**src/rtl/pint_arb.sv**
```systemverilog
// Round-robin two-master frame arbiter feeding the PINT TX FIFO, with a registered RX passthrough.
// One byte per cycle while loading; the FIFO push strobe trails the requester handshake by one cycle.
module pint_arb #(
   parameter int MAX_BYTES = 64,
   parameter int START_TO  = 16,
   parameter int CW        = 8
) (
   input  logic       clk,
   input  logic       reset,

   input  logic       r0_valid,
   input  logic [7:0] r0_data,
   input  logic       r0_last,
   input  logic       r0_cmd,
   output logic       r0_ready,
   output logic       r0_done,

   input  logic       r1_valid,
   input  logic [7:0] r1_data,
   input  logic       r1_last,
   input  logic       r1_cmd,
   output logic       r1_ready,
   output logic       r1_done,

   input  logic       pint_busy,
   output logic [7:0] pint_tx_char,
   output logic       pint_tx_char_latch,
   output logic       pint_tx_req,
   output logic       pint_tx_cmd_type,

   input  logic       pint_rx_latch,
   input  logic       pint_rx_req,
   input  logic [7:0] pint_rx_data,
   output logic       rx_valid,
   output logic [7:0] rx_byte,
   output logic       rx_end,

   output logic [1:0] grant,
   output logic       err_start_to,
   output logic       err_overflow,
   input  logic       err_clr
);

   typedef enum logic [2:0] {
      IDLE,
      LOAD,
      WAIT_IDLE,
      KICK,
      WAIT_START,
      WAIT_DONE
   } state_t;

   localparam logic [CW-1:0] MAX_CNT = CW'(MAX_BYTES);
   localparam logic [CW-1:0] TO_LAST = CW'(START_TO - 1);

   state_t        state;
   state_t        state_nxt;
   logic [1:0]    grant_nxt;
   logic [1:0]    drain_q;
   logic [1:0]    drain_nxt;
   logic [1:0]    req;
   logic          rr_last;
   logic          cmd_q;
   logic [CW-1:0] byte_cnt;
   logic [CW-1:0] byte_cnt_inc;
   logic [CW-1:0] timer;

   logic          sel_valid;
   logic          sel_last;
   logic          sel_cmd;
   logic [7:0]    sel_data;
   logic          load_hs;
   logic          hit_max;
   logic          done_set;
   logic          to_set;
   logic          ovf_set;

   // A truncated frame keeps its requester's ready high until its last byte is swallowed.
   assign r0_ready = ((state == LOAD) && grant[0]) || drain_q[0];
   assign r1_ready = ((state == LOAD) && grant[1]) || drain_q[1];

   assign pint_tx_req      = (state == KICK) && !pint_busy;
   assign pint_tx_cmd_type = ((state == KICK) || (state == WAIT_START) || (state == WAIT_DONE)) && cmd_q;

   always_comb begin
      sel_valid    = grant[1] ? r1_valid : r0_valid;
      sel_last     = grant[1] ? r1_last  : r0_last;
      sel_cmd      = grant[1] ? r1_cmd   : r0_cmd;
      sel_data     = grant[1] ? r1_data  : r0_data;
      load_hs      = (state == LOAD) && sel_valid;
      byte_cnt_inc = (byte_cnt == '1) ? byte_cnt : byte_cnt + 1'b1;
      hit_max      = (byte_cnt_inc >= MAX_CNT);
      req          = {r1_valid & ~drain_q[1], r0_valid & ~drain_q[0]};
   end

   always_ff @(posedge clk or posedge reset) begin
      if (reset) begin
         state <= IDLE;
      end else begin
         state <= state_nxt;
      end
   end

   always_comb begin
      state_nxt = state;
      grant_nxt = grant;
      done_set  = 1'b0;
      to_set    = 1'b0;
      ovf_set   = 1'b0;
      case (state)
         IDLE: begin
            if (|req) begin
               state_nxt = LOAD;
               if (req == 2'b11) begin
                  grant_nxt = rr_last ? 2'b01 : 2'b10;
               end else begin
                  grant_nxt = req;
               end
            end
         end
         LOAD: begin
            if (load_hs && (sel_last || hit_max)) begin
               state_nxt = WAIT_IDLE;
               ovf_set   = !sel_last;
            end
         end
         WAIT_IDLE: begin
            if (!pint_busy) begin
               state_nxt = KICK;
            end
         end
         KICK: begin
            // Busy can rise between WAIT_IDLE and KICK; back off rather than kick into it.
            state_nxt = pint_busy ? WAIT_IDLE : WAIT_START;
         end
         WAIT_START: begin
            if (pint_busy) begin
               state_nxt = WAIT_DONE;
            end else if (timer >= TO_LAST) begin
               state_nxt = IDLE;
               grant_nxt = 2'b00;
               done_set  = 1'b1;
               to_set    = 1'b1;
            end
         end
         WAIT_DONE: begin
            if (!pint_busy) begin
               state_nxt = IDLE;
               grant_nxt = 2'b00;
               done_set  = 1'b1;
            end
         end
         default: begin
            state_nxt = IDLE;
            grant_nxt = 2'b00;
         end
      endcase
   end

   always_comb begin
      drain_nxt = drain_q & ~{r1_valid & r1_last, r0_valid & r0_last};
      if (ovf_set) begin
         drain_nxt = drain_nxt | grant;
      end
   end

   always_ff @(posedge clk or posedge reset) begin
      if (reset) begin
         grant              <= 2'b00;
         rr_last            <= 1'b1;
         drain_q            <= 2'b00;
         byte_cnt           <= '0;
         timer              <= '0;
         cmd_q              <= 1'b0;
         pint_tx_char       <= 8'h00;
         pint_tx_char_latch <= 1'b0;
         r0_done            <= 1'b0;
         r1_done            <= 1'b0;
         err_start_to       <= 1'b0;
         err_overflow       <= 1'b0;
      end else begin
         grant              <= grant_nxt;
         drain_q            <= drain_nxt;
         pint_tx_char_latch <= load_hs;
         r0_done            <= done_set && grant[0];
         r1_done            <= done_set && grant[1];

         if ((state == IDLE) && (|req)) begin
            rr_last <= grant_nxt[1];
         end

         if (state == IDLE) begin
            byte_cnt <= '0;
         end else if (load_hs) begin
            byte_cnt <= byte_cnt_inc;
         end

         if (load_hs) begin
            pint_tx_char <= sel_data;
            if (byte_cnt == '0) begin
               cmd_q <= sel_cmd;
            end
         end

         if (state == KICK) begin
            timer <= '0;
         end else if ((state == WAIT_START) && (timer != '1)) begin
            timer <= timer + 1'b1;
         end

         // A new error event wins over a coincident clear.
         err_start_to <= (err_start_to & ~err_clr) | to_set;
         err_overflow <= (err_overflow & ~err_clr) | ovf_set;
      end
   end

   always_ff @(posedge clk or posedge reset) begin
      if (reset) begin
         rx_valid <= 1'b0;
         rx_end   <= 1'b0;
         rx_byte  <= 8'h00;
      end else begin
         rx_valid <= pint_rx_latch;
         rx_end   <= pint_rx_req;
         if (pint_rx_latch) begin
            rx_byte <= pint_rx_data;
         end
      end
   end

endmodule

```
**config.mk**
```make
export PLATFORM = sky130hd
export DESIGN_NAME = pint_arb
export DESIGN_NICKNAME = d
export VERILOG_FILES = /design/src/rtl/pint_arb.sv
export SDC_FILE = /design/constraint.sdc
export NUM_CORES = 1
export LEC_CHECK = 0
export ABC_AREA = 1
export CAP_MARGIN = 25
export CORE_ASPECT_RATIO = 1.1
export CORE_MARGIN = 5
export CORE_UTILIZATION = 55
export DETAILED_ROUTE_END_ITERATION = 7
export DONT_BUFFER_PORTS = 1
export PLACE_DENSITY = 0.7
export SETUP_SLACK_MARGIN = 0.4
export SYNTH_ARGS = -nofsm -noshare
export SYNTH_HDL_FRONTEND = slang
export SYNTH_SLANG_ARGS = --single-unit
```
**constraint.sdc**
```tcl
create_clock -name clk -period 2 [get_ports clk]
set_input_delay 0.2 -clock clk [delete_from_list [all_inputs] [get_ports clk]]
set_output_delay 0.2 -clock clk [all_outputs]
set_load 0.01 [all_outputs]
```
==> out/summary.txt <==
Outcome - complete, no violations
Initial Utilization - 0.562
ANT nets after route - 0
Yosys warning count - 0
Clock share of power - 0.234
M2 GR Usage - 0.331
Grt met3 use - 0.0542
Pre-antenna DRT Iters - 4
Share of cells above drive strength 1 - 0.243
Reg2Reg Launch Point - byte_cnt[4]
RR Endpoint - drain_q[1]
Clock-pin slew on the worst setup and hold paths - 90 ps
Post-Syn Instances - 278
Max Freq - 644 MHz
Power Total - 3610 µW
Hold Crit Endpoint - pint_tx_char[3]
N_diodes - 0
Startpoint Class - flop
Number of global-route vias before repair - 1874
Hold wc startpoint - r1_data[3]
Global route overflow - 0
Fin. Hold Viols - 0
Flop pwr share - 0.416
Fin cells - 350
Final slew viol count - 0
Buffers on Ports - 0
Tightest Hold Check Type - primary input to flop
Layer with the highest usage - met2
Async set-reset flop share out of synthesis - 1.00
H-tree depth - 2
All-Layer GR Usage - 0.192
Synth Cell Area - 2410 µm²
Logic gate share of total power - 0.349
Slew headroom - 0.672
RSZ-0062 raised after global routing - true
Detailed-route wire length per cell - 15.2 µm
Vias per Instance - 5.64
Clock Tree Root - clkbuf_8
Initial antenna violation count - 0
CP arrival - 1350 ps
RePlAce Congestion - 0.861
FF-to-FF path depth - 8
Setup slack, reg-to-reg - 450 ps
Number of synthesized flops with an enable pin - 0
IO Pins - 65
First-pass GRT wire length - 8.65 mm
Seq/Total Area, Yosys - 0.499
Yosys cell types - 41
Die Y - 79.4 µm
Switching part of the total - 0.387
Max Root-Sink Buffers - 2
Setup violations, final - 0
Placed wire-length estimate - 3.83 mm
Register bit count reported by yosys - 48
DR vias - 1973
Worst vdd ir - 0.741 mV
GRT met1 Usage - 0.231
Worst Tran Pin Value - 491 ps
Static leakage - 0.00130 µW
Placed Cells - 330
Worst clock skew - 10.5 ps
Final WS setup - 447 ps
P_int - 2210 µW
Core area - 4290 µm²
Crit Path Max Fanout - 5
Setup CP Type - flop to primary output
Die footprint - 5800 µm²
CTS tree - built
Final wirelength - 5.32 mm
Syn_area_per_cell - 8.66 µm²
Die X-Extent - 73.1 µm
Hold depth - 2
Num Clock Sinks - 48
P&R area growth vs syn - 19.2%
Final Cycle Share - 0.777
Max Cap Violations - 0
Post-synth top flop - dfrtp_1
Worst Setup End Kind - primary output
Mapped Nets - 317
Worst-skew pair later-pin latency - 310 ps
CTS Buf Count - 5
Setup WS pre-CTS - 294 ps
DR DRC count - 0
Critical Path RT - 1800 ps
Final #Nets - 334
Fin crit period - 1550 ps
Fin util - 0.669
Largest net degree at the start of global routing - 26
P_sw - 1400 µW
Drt initial violations - 85
Power per cell area - 1260 nW/µm²
Final TNS setup - 0 ps
Rows - 25
[critical path, stage by stage, from the launching register on]
cell and delay, ps:
dfrtp_2 420, inv_2 80, nor3_4 260, inv_1 110
o21bai_2 190
[final cells by class]
cell class / count / area (µm²)
inverters: 34 / 135
well taps: 54 / 67.6
fillers: 340 / 1420
clock buffers: 5 / 68.8
repair buffers: 16 / 146
clock inverters: 3 / 68.8
flip-flops and latches: 48 / 1210
multi-input cells: 190 / 1170
[metrics by stage]
step	hold slack, ps	instance area [µm²]
after floorplan	231	2410
after global placement	136	2480
after detailed placement	141	2480
after CTS	33.2	2720
after global routing	28.7	2870
final	38.3	2870
[sequential cells by signal (all words and copies together) (netlist names)]
register            count
byte_cnt                8
pint_tx_char            8
rx_byte                 8
timer                   8
state                   3
drain_q                 2
grant                   2
cmd_q                   1
err_overflow            1
err_start_to            1
pint_tx_char_latch      1
r0_done                 1
r1_done                 1
rr_last                 1
rx_end                  1
rx_valid                1
[logic make-up after synthesis]
family          share of synthesized area
compound gates                      0.132
fa+ha+maj                          0.0156
buf+inv                            0.0681
flops                               0.499
mux                                0.0457
simple gates                        0.239
[Yosys cell counts (all sizes together) (2+ instances only)]
master,number,area (µm²)
a31oi,9,56.3
and3,2,12.5
nor3,7,45.0
mux2,8,90.1
a21boi,2,15.0
nand3,17,95.1
dfrtp,47,1180
clkbuf,3,11.3
nand4,6,37.5
nand2,57,229
o21ai,26,130
ha,3,37.5
a211oi,2,15.0
a21oi,6,41.3
o21bai,4,30.0
nor2,29,111
mux2i,2,20.0
nor3b,2,20.0
inv,33,126
buf,3,21.3
[metal layers]
layer	part of all wire	vias up
li1	-	967
met1	0.40	948
met2	0.53	53
met3	0.061	5
met4	0.011	0
met5	0	-
[repair_timing]
action                                 4_1_cts  5_1_grt
pin swaps                                    2       10
gates resized for setup                     10       38
setup endpoints to repair                   15       28
setup buffers                                3        5
hold buffers                                 4        0
endpoints found under the hold margin       26        0
[worst max-delay path by stage]
| stage | startpoint | cells after the start | endpoint |
|---|---|---|---|
| floorplan | timer[0] | 10 | timer[3] |
| detailed placement | timer[0] | 10 | timer[3] |
| CTS | timer[0] | 10 | timer[3] |
| global placement | timer[0] | 10 | timer[3] |
| global route | byte_cnt[1] | 9 | drain_q[1] |
| finish | state[0] | 4 | r0_ready |
[cell usage in the layout (no fill, tap or decap), types with 2 or more instances in the layout]
master and n:
nand3_1 14, nor2_1 23, o21bai_2 2, a211oi_1 2, a21oi_1 5, nor3_1 4, mux2i_1 2, inv_1 27
and3_1 2, inv_4 3, clkbuf_8 5, inv_2 4, nand2_2 5, buf_4 10, o21ai_1 9, nand4_1 6
o21ai_0 15, a31oi_1 9, bufinv_16 2, nor3b_2 2, a21boi_1 2, nor2_2 3, nand2_1 49, dfrtp_1 42
nand2_4 3, nor3_2 2, dfrtp_2 5, mux2_2 8, nor2_4 3, dlygate4sd3_1 4, nand3_4 2
[power by group through the flow]
stage / registers, µW / clock network (µW) / logic, µW
6_report: 1500 / 846 / 1260
3_5_place_dp: 1500 / 0 / 1090
4_1_cts: 1490 / 855 / 1150
2_1_floorplan: 1440 / 0 / 885
5_1_grt: 1540 / 903 / 1450
3_3_place_gp: 1500 / 0 / 1070
Power figures use the tool's default switching activity.
